`src/rtl/transmit_buffer_pkg.sv`:
```
// -----------------------------------------------------------------------------
// transmit_buffer_pkg
// Shared definitions for the byte-buffer family (transmit and receive sides).
//   txState_t  : IDLE / START / WAIT states of the transmit sequencer
//   BYTE_W     : width of one serial byte
//   byteOffset : bit offset of byte slot idx inside a maxBytes-wide word,
//                slot 0 being the most significant byte
// -----------------------------------------------------------------------------
package transmit_buffer_pkg;

    localparam int BYTE_W = 8;

    typedef enum logic [1:0] {
        IDLE  = 2'd0,
        START = 2'd1,
        WAIT  = 2'd2
    } txState_t;

    // Slot 0 is the top byte, so it sits at the highest offset.
    function automatic int byteOffset(input int maxBytes, input int idx);
        return (maxBytes - 1 - idx) * BYTE_W;
    endfunction

endpackage

```
`src/rtl/transmit_buffer_edge_pulse.sv`:
```
// -----------------------------------------------------------------------------
// edge_pulse
// Rising-edge detector. Registers the input every cycle and flags the cycle
// in which it goes from 0 to 1, so a level held high yields a single pulse.
// Ports:
//   clk   : system clock
//   rst   : asynchronous reset, active-high (clears the history bit)
//   level : input level or pulse to watch
//   pulse : high for the cycle in which level is 1 and was 0 the cycle before
// -----------------------------------------------------------------------------
module edge_pulse (
    input  logic clk,
    input  logic rst,
    input  logic level,
    output logic pulse
);

    logic levelPrev;

    always_ff @(posedge clk or posedge rst) begin
        if (rst) begin
            levelPrev <= 1'b0;
        end else begin
            levelPrev <= level;
        end
    end

    assign pulse = level & ~levelPrev;

endmodule

```
`src/rtl/transmit_buffer.sv`:
```
// -----------------------------------------------------------------------------
// transmit_buffer
// Captures a MAX_BYTES*8-bit word on request and feeds it, most significant
// byte first, to a byte-wide serial transmitter: one dataStart pulse per byte,
// then waits for the rising edge of txDone before moving to the next byte.
// Ports:
//   clk        : system clock
//   rst        : asynchronous reset, active-high; abandons any transfer
//   send       : request to transmit bufferIn, honoured only while ready=1
//   bufferIn   : word to send, captured on the accepted send
//   ready      : high while idle and able to accept send
//   dataOut    : byte presented to the transmitter, stable while waiting
//   dataStart  : one-cycle pulse, transmitter latches dataOut on it
//   txDone     : transmitter done (level or pulse), rising edge counts
//   done       : one-cycle pulse after the last byte's txDone edge
//   timeoutErr : one-cycle pulse when a byte waits TIMEOUT_CYCLES (if > 0)
// -----------------------------------------------------------------------------
module transmit_buffer
    import transmit_buffer_pkg::*;
#(
    parameter int MAX_BYTES      = 3,
    parameter int TIMEOUT_CYCLES = 0
) (
    input  logic                        clk,
    input  logic                        rst,
    input  logic                        send,
    input  logic [MAX_BYTES*BYTE_W-1:0] bufferIn,
    output logic                        ready,
    output logic [BYTE_W-1:0]           dataOut,
    output logic                        dataStart,
    input  logic                        txDone,
    output logic                        done,
    output logic                        timeoutErr
);

    localparam int WORD_W = MAX_BYTES * BYTE_W;
    localparam int IDX_W  = (MAX_BYTES > 1) ? $clog2(MAX_BYTES) : 1;
    localparam int CNT_W  = (TIMEOUT_CYCLES > 0) ? $clog2(TIMEOUT_CYCLES + 1) : 1;

    localparam logic [IDX_W-1:0] LAST_IDX  = IDX_W'(MAX_BYTES - 1);
    localparam logic [CNT_W-1:0] CNT_LIMIT = CNT_W'(TIMEOUT_CYCLES);

    txState_t          state;
    logic [IDX_W-1:0]  byteIdx;
    logic [WORD_W-1:0] shadow;
    logic [CNT_W-1:0]  timeoutCnt;
    logic              txEdge;

    function automatic logic [BYTE_W-1:0] sliceByte(input logic [WORD_W-1:0] word,
                                                    input int idx);
        return BYTE_W'(word >> byteOffset(MAX_BYTES, idx));
    endfunction

    edge_pulse uTxDoneEdge (
        .clk   (clk),
        .rst   (rst),
        .level (txDone),
        .pulse (txEdge)
    );

    assign ready = (state == IDLE);

    always_ff @(posedge clk or posedge rst) begin
        if (rst) begin
            state      <= IDLE;
            byteIdx    <= '0;
            shadow     <= '0;
            timeoutCnt <= '0;
            dataOut    <= '0;
            dataStart  <= 1'b0;
            done       <= 1'b0;
            timeoutErr <= 1'b0;
        end else begin
            // Pulse outputs default low; each is raised for a single cycle.
            dataStart  <= 1'b0;
            done       <= 1'b0;
            timeoutErr <= 1'b0;

            case (state)
                IDLE: begin
                    if (send) begin
                        shadow    <= bufferIn;
                        byteIdx   <= '0;
                        dataOut   <= sliceByte(bufferIn, 0);
                        dataStart <= 1'b1;
                        state     <= START;
                    end
                end

                // dataStart is high during this state; any txDone edge seen
                // here belongs to the previous byte and is dropped.
                START: begin
                    timeoutCnt <= '0;
                    state      <= WAIT;
                end

                WAIT: begin
                    if (txEdge) begin
                        if (byteIdx == LAST_IDX) begin
                            done  <= 1'b1;
                            state <= IDLE;
                        end else begin
                            byteIdx   <= byteIdx + 1'b1;
                            dataOut   <= sliceByte(shadow, int'(byteIdx) + 1);
                            dataStart <= 1'b1;
                            state     <= START;
                        end
                    end else if (TIMEOUT_CYCLES > 0) begin
                        // Fires on the TIMEOUT_CYCLES-th edge-free WAIT cycle.
                        if (timeoutCnt == CNT_LIMIT - 1'b1) begin
                            timeoutErr <= 1'b1;
                            state      <= IDLE;
                        end else begin
                            timeoutCnt <= timeoutCnt + 1'b1;
                        end
                    end
                end

                default: begin
                    state <= IDLE;
                end
            endcase
        end
    end

endmodule

```
`config.mk`:
```
export PLATFORM = sky130hd
export DESIGN_NAME = transmit_buffer
export DESIGN_NICKNAME = d
export VERILOG_FILES = /design/src/rtl/transmit_buffer_pkg.sv /design/src/rtl/transmit_buffer_edge_pulse.sv /design/src/rtl/transmit_buffer.sv
export SDC_FILE = /design/constraint.sdc
export NUM_CORES = 1
export LEC_CHECK = 0
export ABC_AREA = 0
export CAP_MARGIN = 25
export CORE_UTILIZATION = 47
export CTS_CLUSTER_SIZE = 30
export DETAILED_ROUTE_END_ITERATION = 16
export PLACE_DENSITY = 0.87
export SYNTH_ARGS = -nofsm -noshare
export SYNTH_HDL_FRONTEND = slang
export SYNTH_HIERARCHICAL = 1
export SYNTH_SLANG_ARGS = --single-unit
```
`constraint.sdc`:
```
create_clock -name clk -period 2.3 [get_ports clk]
set_input_delay 0.46 -clock clk [delete_from_list [all_inputs] [get_ports clk]]
set_output_delay 0.46 -clock clk [all_outputs]
set_load 0.03 [all_outputs]
```
# Yosys cells after proc, flatten, opt, wreduce, memory -nomap -nowiden
# Cells that the tools add are included.
[word_totals] register_bits=39 latch_bits=0 ram_bits=0 romBits=0 in_bits=28 output_inout_bits=12 n_memories=0
[op_classes] add_sub_neg=3 multipliers=0 div=0 order_cmp=0 n_eq_ne=6 n_shift=1 mux=19 bitwise_logic=2 reduce_logical=5
[ops] op=">> shifter 24 x 32 -> 8 bit" n=1
[ops] op="2-to-1 mux 8 bit" n=3
[ops] op="one-hot mux 8 bit (2 select lines)" n=1
[ops] op="2-to-1 mux 2 bit" n=5
[ops] op="2-to-1 mux 1 bit" n=7
[ops] op="inequality test 2 bit (second input constant)" n=3
[ops] op="one-hot mux 2 bit (3 select lines)" n=1
[ops] op="== test 2 bit (second input constant)" n=2
[ops] op="one-hot mux 2 bit (2 select lines)" n=1
[ops] op="AND reduction 2 bit" n=2
[ops] op="AND reduction 4 bit" n=1
[ops] op="subtractor 2 x 3 -> 4 bit (first input constant)" n=1
[ops] op="adder 2 x 1 -> 3 bit (second input constant)" n=1
[ops] op="adder 2 x 1 -> 2 bit (second input constant)" n=1
[ops] op="== test 2 x 1 -> 1 bit (second input constant)" n=1
[ops] op="zero test 2 bit" n=1
[ops] op="one-hot mux 1 bit (2 select lines)" n=1
[ops] op="nonzero test 2 bit" n=1
[ops] op="AND 1 bit" n=1
[ops] op="inverter 1 bit" n=1

# Logic depth before layout (Yosys ltp)
# Gate-level depths: netlist of the first run.
[depth] ltp_word=6 mapped_depth=6

# Modules after synthesis
# The synthesis of the first run kept the hierarchy.
[modules_own_cells] module="transmit_buffer" instances=1 cells_per_inst=98 area_each_um2=1436.4 seq_area_each_um2=750.7
[modules_own_cells] module="edge_pulse" instances=1 cells_per_inst=3 area_each_um2=42.5 seq_area_each_um2=25.0

# Least setup slack after synthesis of the first run
# No wires, ideal clock.
[synth_path] path_type="flip-flop to flip-flop" start="register byteIdx[0]" end="register byteIdx[0]" setup_time_ns=0.125 t_arrival_ns=1.625 slack_ns=0.550 path_stages_with_launch=7 path_buffers=1 synth_period_minus_slack_ns=1.750 path_cell_list="dfrtp_1 > buf_2 > inv_1 > ha_1 > nand3b_1 > a21oi_4 > mux2_2"
[synth_via] elab_chain_cells=4
[synth_rtl] item="from (decl)" line="transmit_buffer.sv:44" source="logic [IDX_W-1:0] byteIdx;"
[synth_rtl] item="from (signal assigned)" line="transmit_buffer.sv:103" source="byteIdx <= byteIdx + 1'b1;"
[synth_rtl] item="adder 2 x 1 -> 2 bit" line="transmit_buffer.sv:103"
[synth_rtl] item="2-to-1 mux 2 bit" line="transmit_buffer.sv:99" source="if (byteIdx == LAST_IDX) begin"
[synth_rtl] item="2-to-1 mux 2 bit" line="transmit_buffer.sv:98" source="if (txEdge) begin"
[synth_rtl] item="one-hot mux 2 bit (2 select lines)" line="transmit_buffer.sv:79" source="case (state)"
# Several ways; a longest one is shown, not always the timed one. The select of a mux whose other input is x is not followed.
# A chain may end at the register's enable or synchronous reset.

# Final worst setup path of the first run
[layout_path] start="register state[0]" end="output ready"
[layout_via] elab_chain_cells=1
[layout_rtl] item="from (decl)" line="transmit_buffer.sv:43" source="txState_t state;"
[layout_rtl] item="from (signal assigned)" line="transmit_buffer.sv:65" source="state <= IDLE;"
[layout_rtl] item="from (signal assigned)" line="transmit_buffer.sv:86" source="state <= START;"
[layout_rtl] item="from (signal assigned)" line="transmit_buffer.sv:94" source="state <= WAIT;"
[layout_rtl] item="zero test 2 bit" line="transmit_buffer.sv:61" source="assign ready = (state == IDLE);"
[layout_rtl] item="to (decl)" line="transmit_buffer.sv:28" source="output logic ready,"
# No other way between the ends.

==> results of run 1 <==
-- per-stage QoR --
stage,hold slack (ps),power [mW],std cells
detailed placement,493,2.19,178
global placement,488,2.14,178
floorplan,189,1.85,101
CTS,279,2.56,186
finish,283,2.52,186
global route,291,2.69,186
-- worst reg2reg max path, cell delays in order, from the launching register on --
cell and delay (ps):
dfrtp_1 430, ha_1 210, nand3b_1 200, a21oi_4 350
mux2_2 380
-- logic make-up after synthesis --
group	Yosys count
muxes	34
buffers and inverters	8
adders and majority gates	2
DFF	31
other	1
AOI/OAI and AO/OA	12
and+or+nand+nor	13
-- cells in the final DEF, fill, tap and decap left out --
cell type	n
a22o_1	8
conb_1	1
clkbuf_1	1
nor2b_4	1
nor2_1	2
mux2_4	8
inv_1	3
o21ai_0	1
clkbuf_4	5
nand2b_1	2
nand3b_1	1
clkdlybuf4s50_1	38
mux2_2	26
clkbuf_8	2
dfrtp_1	31
o21bai_1	2
and3_1	1
buf_4	2
and2b_2	1
nor3b_2	1
and2_4	1
nor2_2	1
ha_1	2
or2b_1	1
a21oi_4	1
nand2_1	1
-- cells in the mapped netlist, types with 2 or more instances --
cell,count,area share [%]
a22o_1,8,4.7
o21bai_1,2,1.0
nand2b_1,2,0.85
buf_2,2,0.68
dfrtp_1,31,52
inv_1,3,0.76
ha_1,2,1.7
nor2_1,2,0.51
mux2_2,26,20
mux2_4,8,8.1
-- flip-flops by register name (all words and copies together) (netlist names) --
name / cells
byteIdx: 2
dataOut: 8
dataStart: 1
done: 1
shadow: 16
state: 2
uTxDoneEdge/levelPrev: 1
-- how the worst min path moves through the flow --
| stage | startpoint | to | slack, ps | cells after the start |
|---|---|---|---|---|
| after floorplan | rst | uTxDoneEdge/levelPrev$_DFF_PP0_ | 190 | 1 |
| after global placement | shadow[2]$_DFFE_PP0P_ | shadow[2]$_DFFE_PP0P_ | 490 | 1 |
| after detailed placement | shadow[7]$_DFFE_PP0P_ | shadow[7]$_DFFE_PP0P_ | 490 | 1 |
| after CTS | rst | uTxDoneEdge/levelPrev$_DFF_PP0_ | 280 | 2 |
| after global routing | rst | uTxDoneEdge/levelPrev$_DFF_PP0_ | 290 | 2 |
| final | rst | uTxDoneEdge/levelPrev$_DFF_PP0_ | 280 | 2 |
-- power breakdown --
| part | switching [mW] | internal [mW] | total [mW] |
|---|---|---|---|
| registers | 0.162 | 0.801 | 0.963 |
| clock network | 0.177 | 0.180 | 0.357 |
| logic | 0.518 | 0.683 | 1.20 |
| total | 0.858 | 1.66 | 2.52 |
-- metal layers --
metal  GRT usage (%)  routed length [um]  vias to the layer above
li1                -                   -                      443
met1            20.5                1100                      449
met2            29.4                1240                       37
met3            7.14                 193                        7
met4            8.16                  59                        0
met5               0                   0                        -
-- cell type report --
type	instances	share of cell area (%)
Multi-Input combinational cell	62	33.0
Clock buffer	8	3.53
Sequential cell	31	39.8
Timing Repair Buffer	40	20.3
Tap cell	42	2.70
Inverter	3	0.578
==> metrics.txt, run 1 <==
Port-buffer cells 38; Post-Syn Area 1480 um^2; worst vdd ir 0.000685 V; pre-CTS setup slack 194 ps; drt drc 0; Synthesized Nets 131; Worst path depth 2; max incr delay on CP 670 ps; DRT iter0 DRCs 10; Max-slew headroom 62.4%; final period utilization 89.8%; die area 3380 um^2; CTS tree built; Post-Synth Adder-Cell Area 1.69%; Routed WL 2590 um; core area 2880 um^2; antenna violations before repair 0; sequential area share after synthesis 52.5%; Num CTS Buffers 5; setup TNS 0 ps; crit end category primary output; Syn Area/Cell 14.6 um^2; Min-Delay Path Class primary input to async pin; Final ANT Viol Nets 0; Synth Area in Compound Gates 7.19%; CP required 1840 ps; synth warn 6; post-layout util 67.7%; first-pass GRT wire length 4270 um; vias in the first global route 946; GRT Total Usage 17.9%; Max Cap Viol 0; Setup Viol. Count Final 0; Pre-Repair DR Iteration Count 4; multi-input logic area 643 um^2; Root Driver clkbuf_4; fill count 220; Worst-path clk slew 90 ps; outcome finished, final reports clean; Leakage Power 0.844 nW; Clock Skew 5.64 ps; P per Cell Area 1290 nW/um^2; area grow syn2layout 31.6%; reg2reg end dataOut[5]$_DFFE_PP0P_; layout cell share with drive strength beyond 1 34.0%; RR Startpoint byteIdx[1]$_DFFE_PP0P_; Syn Inst Count 101; post-route cell area 1950 um^2; Total Nets Final 173; delay-heaviest family, CP buffers and inverters; unrepaired setup endpoints after global routing false; Post-synth EDFFs 0; hold bufs inserted after CTS 0; die boundary height 58.1 um; dpl hpwl 1840 um; Worst Path Arrival 1610 ps; Critical Path Slowest Stage Cell clkdlybuf4s50_1; clock latency on the worst-skew pair 330 ps; Post-Synth XOR/XNOR Area 0%; H-tree depth 2; Max Fanout on Critical Path 6; area share of and/or/nand/nor cells after synthesis 6.43%; Synth cell types 25; Final WS setup 234 ps; largest net degree at the start of global routing 31; CP Buf/Inv Count 1; routability congestion estimate 0.749; Register Area 776 um^2; Final min period 2070 ps; ant diodes 0; Most used DFF post-synth dfrtp_1; number of setup buffers added after CTS 0; async set-reset flop share out of synthesis 100%; Least-Margin Pin Slew 561 ps; drt wl/cell 13.9 um; worst reg-to-reg path cell count 4; Starting Density 51.4%; I/O pins 40; clk sinks 31; post-CTS sizing 0; Row Count 19; vias per std cell 5.03; Pins Over Slew Limit 0; die width 58.1 um; crit path from state[0]$_DFFE_PP0P_; CP Cell Sequence nor2_2, clkdlybuf4s50_1; DR vias 936; Max Freq 484 MHz; Startpoint Class flop; multiplexer share of the synthesized area 27.9%; Critical Path Sink ready; Final Hold Fails 0; CTS max path bufs 2; kind of critical path flop to primary output; Remaining Overflow, GRT 0; main combinational cell family by area after synthesis multiplexers; reg2reg setup slack 620 ps; Seq cells post-synth 31; DP Area 1880 um^2
Note: power is estimated with default switching activity, not from simulation.
==> run 2: changes to the inputs <==
--- a/config.mk
+++ b/config.mk
@@ -7,6 +7,7 @@
 export LEC_CHECK = 0
 export ABC_AREA = 0
 export CAP_MARGIN = 25
+export CORE_MARGIN = 4
 export CORE_UTILIZATION = 47
 export CTS_CLUSTER_SIZE = 30
 export DETAILED_ROUTE_END_ITERATION = 16
==> run 2 against run 1 <==
  * Non-clock buffer count did not move
  * First-iteration DRC count rose by 70%
  * Cell area fell by 1.3%
  * Power fell by 2.2%
  * Clock-buffer cell count fell by 2
  * Core utilization fell by 4.2 points
  * Final cell count did not move
  * Sequential power rose by 0.6%
  * Sequential cell count did not move
  * Largest power group unchanged
==> metrics.txt, run 2 (synthesized netlist as in run 1, its figures left out) <==
clk sinks 31 (unchanged); die boundary height 64.1 um (was 58.1 um); Final ANT Viol Nets 0 (unchanged); Critical Path Slowest Stage Cell clkdlybuf4s50_1 (unchanged); Max Freq 486 MHz (was 484 MHz); sw frac 35.3% (was 34.0%); Routed WL 2930 um (was 2590 um); ant diodes 0 (unchanged); die width 64.1 um (was 58.1 um); hold bufs inserted after CTS 0 (unchanged); setup TNS 0 ps (unchanged); Remaining Overflow, GRT 0 (unchanged); vias per std cell 5.01 (was 5.03); Internal 1.60 mW (was 1.66 mW); Total Nets Final 173 (unchanged); CP required 1840 ps (about the same); kind of critical path flop to primary output (unchanged); Pins Over Slew Limit 0 (unchanged); Design Power 2.47 mW (was 2.52 mW); final period utilization 89.5% (was 89.8%); antenna violations before repair 0 (unchanged); Max Cap Viol 0 (unchanged); first-pass GRT wire length 5090 um (was 4270 um); Pre-Repair DR Iteration Count 3 (was 4); Post-Layout Cell Count 186 (unchanged); die area 4110 um^2 (was 3380 um^2); commonest cells after routing, fill and taps aside clkdlybuf4s50_1, dfrtp_1, mux2_2 (unchanged); drt drc 0 (unchanged); number of setup buffers added after CTS 0 (unchanged); NetSw 0.871 mW (was 0.858 mW); Port-buffer cells 38 (unchanged); Clock Skew 7.28 ps (was 5.64 ps); routability congestion estimate 0.704 (was 0.749); Clk pwr share 11.1% (was 14.2%); H-tree depth 2 (unchanged); vias in the first global route 1080 (was 946); CTS tree built (unchanged); Row Count 20 (was 19); dpl hpwl 2140 um (was 1840 um); post-CTS sizing 0 (unchanged); GRT Total Usage 16.7% (was 17.9%); P per Cell Area 1280 nW/um^2 (was 1290 nW/um^2); Max Fanout on Critical Path 6 (unchanged); max FFs per register 16 (unchanged); Final WS setup 241 ps (was 234 ps); Least-Margin Pin Slew 534 ps (was 561 ps); largest net degree at the start of global routing 31 (unchanged); post-route cell area 1920 um^2 (was 1950 um^2); Num CTS Buffers 5 (unchanged); Final min period 2060 ps (was 2070 ps); dpl cells 180 (was 178); unrepaired setup endpoints after global routing false (unchanged); post-layout util 63.5% (was 67.7%); Min-Delay Path Class primary input to async pin (unchanged); DR vias 932 (was 936); Largest regs shadow: 16 flops, dataOut: 8 flops (unchanged); Worst Path Arrival 1600 ps (was 1610 ps); max incr delay on CP 680 ps (was 670 ps); CP Cell Sequence nor2_2, clkdlybuf4s50_1 (unchanged); crit end category primary output (unchanged); Worst-path clk slew 90 ps (about the same); Seq pwr share 39.3% (was 38.2%); area grow syn2layout 29.9% (was 31.6%); DRT iter0 DRCs 17 (was 10); Comb pwr share 49.7% (was 47.6%); Final Hold Fails 0 (unchanged); pre-CTS setup slack 183 ps (was 194 ps); commonest non-fill, non-tap cell in the layout clkdlybuf4s50_1 (unchanged); Biggest register shadow (unchanged); layout cell share with drive strength beyond 1 33.1% (was 34.0%); CTS max path bufs 2 (unchanged); Root Driver clkbuf_4 (unchanged); Starting Density 48.8% (was 51.4%); Setup Viol. Count Final 0 (unchanged); DP Area 1880 um^2 (about the same); drt wl/cell 15.7 um (was 13.9 um); I/O pins 40 (unchanged); Leakage Power 0.829 nW (was 0.844 nW); Startpoint Class flop (unchanged); Max-slew headroom 64.3% (was 62.4%); hold slack 291 ps (was 283 ps); outcome finished, final reports clean (unchanged); fill count 255 (was 220); worst vdd ir 0.000532 V (was 0.000685 V); core area 3030 um^2 (was 2880 um^2); clock latency on the worst-skew pair 320 ps (was 330 ps)
-- run 2: path summary, 6_finish.rpt --
kind | from | end | slack [ps] | cells past startpoint
setup / recovery | state[0]$_DFFE_PP0P_ | ready | 240 | 2
hold / removal | rst | uTxDoneEdge/levelPrev$_DFF_PP0_ | 290 | 2
setup reg to reg | byteIdx[1]$_DFFE_PP0P_ | dataOut[3]$_DFFE_PP0P_ | 610 | 4
hold reg to reg | shadow[4]$_DFFE_PP0P_ | shadow[4]$_DFFE_PP0P_ | 510 | 1
max in group asynchronous | rst | dataOut[6]$_DFFE_PP0P_ | 1480 | 3
min in group clk | shadow[4]$_DFFE_PP0P_ | shadow[4]$_DFFE_PP0P_ | 510 | 1
-- run 2: power groups by stage --
stage	combinational, mW	clock, mW	sequential (mW)
finish	1.22	0.273	0.969
detailed placement	1.24	0	0.981
CTS	1.24	0.285	0.971
floorplan	0.765	0	1.09
global placement	1.19	0	0.956
global route	1.31	0.317	1.01
-- run 2: per-layer routing --
metal  GRT usage [%]  wire length, um
met5               0                0
met4            9.50               65
met3            5.27              152
met2            28.4             1530
met1            18.1             1180
-- run 2: cell type report --
type	instances	area (um^2)	area share [%]
multi-input cells	62	643	33.5
flip-flops and latches	31	776	40.4
repair buffers	40	395	20.6
clock buffers	6	41.3	2.15
inverters	3	11.3	0.586
well taps	44	55.1	2.86
-- run 2: critical path, delay by kind of cell (launching register included) --
kind                   cells  cell delay, ps
buffers and inverters      1             680
flip-flops                 1             470
AND/OR/NAND/NOR            1             130
==> run 3: changes to the inputs <==
--- a/config.mk
+++ b/config.mk
@@ -8,10 +8,10 @@
 export ABC_AREA = 0
 export CAP_MARGIN = 25
 export CORE_MARGIN = 4
-export CORE_UTILIZATION = 47
+export CORE_UTILIZATION = 44
 export CTS_CLUSTER_SIZE = 30
 export DETAILED_ROUTE_END_ITERATION = 16
-export PLACE_DENSITY = 0.87
+export PLACE_DENSITY = 0.83
 export SYNTH_ARGS = -nofsm -noshare
 export SYNTH_HDL_FRONTEND = slang
 export SYNTH_HIERARCHICAL = 1
==> run 3 against run 2 <==
  * First-iteration DRC count rose by 120%
  * Sequential power about the same
  * Register-to-register slack better by 30 ps
  * Core utilization is 1.2 points lower
  * Combinational power hardly changed
  * Clock power is 33% higher
  * Hold slack got worse by 4.9 ps
  * Critical endpoint unchanged
  * Largest cell class unchanged
  * Largest power group unchanged
  * Highest routed layer unchanged
==> metrics.txt, run 3 (synthesized netlist as in run 1, its figures left out) <==
Num CTS Buffers 5 (unchanged); CP Buf/Inv Count 1 (unchanged); Post-Layout Cell Count 188 (was 186); clk sinks 31 (unchanged); max FFs per register 16 (unchanged); Internal 1.66 mW (was 1.60 mW); drt wl/cell 15.6 um (was 15.7 um); Max Freq 484 MHz (was 486 MHz); Comb pwr share 47.6% (was 49.7%); worst vdd ir 0.000654 V (was 0.000532 V); fill count 268 (was 255); die width 66.0 um (was 64.1 um); DR vias 950 (was 932); NetSw 0.881 mW (was 0.871 mW); Total Nets Final 173 (unchanged); Register Area 776 um^2 (unchanged); Least-Margin Pin Slew 570 ps (was 534 ps); die boundary height 66.0 um (was 64.1 um); Root Driver clkbuf_4 (unchanged); Routed WL 2930 um (about the same); Leakage Power 0.844 nW (was 0.829 nW); crit end category primary output (unchanged); post-layout util 62.3% (was 63.5%); first-pass GRT wire length 4610 um (was 5090 um); kind of critical path flop to primary output (unchanged); CTS max path bufs 2 (unchanged); area grow syn2layout 31.8% (was 29.9%); largest net degree at the start of global routing 31 (unchanged); dpl hpwl 2120 um (was 2140 um); antenna violations before repair 0 (unchanged); hold bufs inserted after CTS 0 (unchanged); vias in the first global route 982 (was 1080); die area 4350 um^2 (was 4110 um^2); hold slack 286 ps (was 291 ps); vias per std cell 5.05 (was 5.01); Starting Density 47.3% (was 48.8%); routability congestion estimate 0.756 (was 0.704); unrepaired setup endpoints after global routing false (unchanged); Startpoint Class flop (unchanged); Max Fanout on Critical Path 6 (unchanged); delay-heaviest family, CP buffers and inverters (unchanged); CP required 1840 ps (about the same); core area 3130 um^2 (was 3030 um^2); CTS tree built (unchanged); commonest non-fill, non-tap cell in the layout clkdlybuf4s50_1 (unchanged); clock latency on the worst-skew pair 330 ps (was 320 ps); Setup Viol. Count Final 0 (unchanged); outcome finished, final reports clean (unchanged); Max-slew headroom 61.8% (was 64.3%); P per Cell Area 1310 nW/um^2 (was 1280 nW/um^2); multi-input logic area 643 um^2 (unchanged); Port-buffer cells 38 (unchanged); Critical Path Slowest Stage Cell clkdlybuf4s50_1 (unchanged); Final min period 2060 ps (about the same); Design Power 2.54 mW (was 2.47 mW); dpl cells 180 (unchanged); Seq pwr share 38.1% (was 39.3%); DRT iter0 DRCs 37 (was 17); post-route cell area 1950 um^2 (was 1920 um^2); Pre-Repair DR Iteration Count 4 (was 3); Row Count 20 (unchanged); Clk pwr share 14.2% (was 11.1%); post-CTS sizing 0 (unchanged); Biggest register shadow (unchanged); Final WS setup 236 ps (was 241 ps); layout cell share with drive strength beyond 1 34.0% (was 33.1%); GRT Total Usage 14.8% (was 16.7%); ant diodes 0 (unchanged); final period utilization 89.7% (was 89.5%); Remaining Overflow, GRT 0 (unchanged); Worst Path Arrival 1600 ps (about the same); DP Area 1880 um^2 (unchanged); max incr delay on CP 680 ps (about the same); number of setup buffers added after CTS 0 (unchanged); Clock Skew 12.7 ps (was 7.28 ps); Worst-path clk slew 90 ps (about the same); H-tree depth 2 (unchanged); I/O pins 40 (unchanged); CP Cell Sequence nor2_2, clkdlybuf4s50_1 (unchanged); sw frac 34.6% (was 35.3%); Final ANT Viol Nets 0 (unchanged); Largest regs shadow: 16 flops, dataOut: 8 flops (unchanged); Min-Delay Path Class primary input to async pin (unchanged); Final Hold Fails 0 (unchanged); pre-CTS setup slack 212 ps (was 183 ps); Max Cap Viol 0 (unchanged); commonest cells after routing, fill and taps aside clkdlybuf4s50_1, dfrtp_1, mux2_2 (unchanged); drt drc 0 (unchanged); Pins Over Slew Limit 0 (unchanged); setup TNS 0 ps (unchanged)
## run 3: cell count changes in the layout (fill, tap and decap cells not counted)
| cell | before | now |
|---|---|---|
| clkbuf_8 | 0 | 2 |
## run 3: area by class of cell
cell class	instances	share of cell area [%]
tap	44	2.82
clock buffer	8	3.53
timing repair buffer	40	20.3
multi-input combinational	62	33.0
inverter	3	0.578
sequential	31	39.8
## run 3: power by group through the flow
stage                     clock (mW)  combinational, mW  sequential (mW)
after floorplan                    0              0.765             1.09
after global placement             0               1.19            0.957
after detailed placement           0               1.23            0.984
after CTS                      0.372               1.23            0.972
after global routing           0.394               1.31            0.997
final                          0.362               1.21            0.970
## run 3: per-layer routing
metal  up-vias  global-route usage, %  part of all wire (%)
li1        442                      -                     -
met1       469                   17.7                    42
met2        35                   23.5                    50
met3         4                   6.29                   6.9
met4         0                   5.84                  0.72
met5         -                      0                     0
## run 3: worst paths after layout
kind / slack (ps) / cells after the start / start / to
max reg2reg: 640 / 4 / byteIdx[1]$_DFFE_PP0P_ / byteIdx[0]$_DFFE_PP0P_
min in group clk: 520 / 1 / shadow[3]$_DFFE_PP0P_ / shadow[3]$_DFFE_PP0P_
max in group asynchronous: 1490 / 3 / rst / shadow[11]$_DFFE_PP0P_
max: 240 / 2 / state[0]$_DFFE_PP0P_ / ready
min reg2reg: 520 / 1 / shadow[3]$_DFFE_PP0P_ / shadow[3]$_DFFE_PP0P_
min: 290 / 2 / rst / uTxDoneEdge/levelPrev$_DFF_PP0_
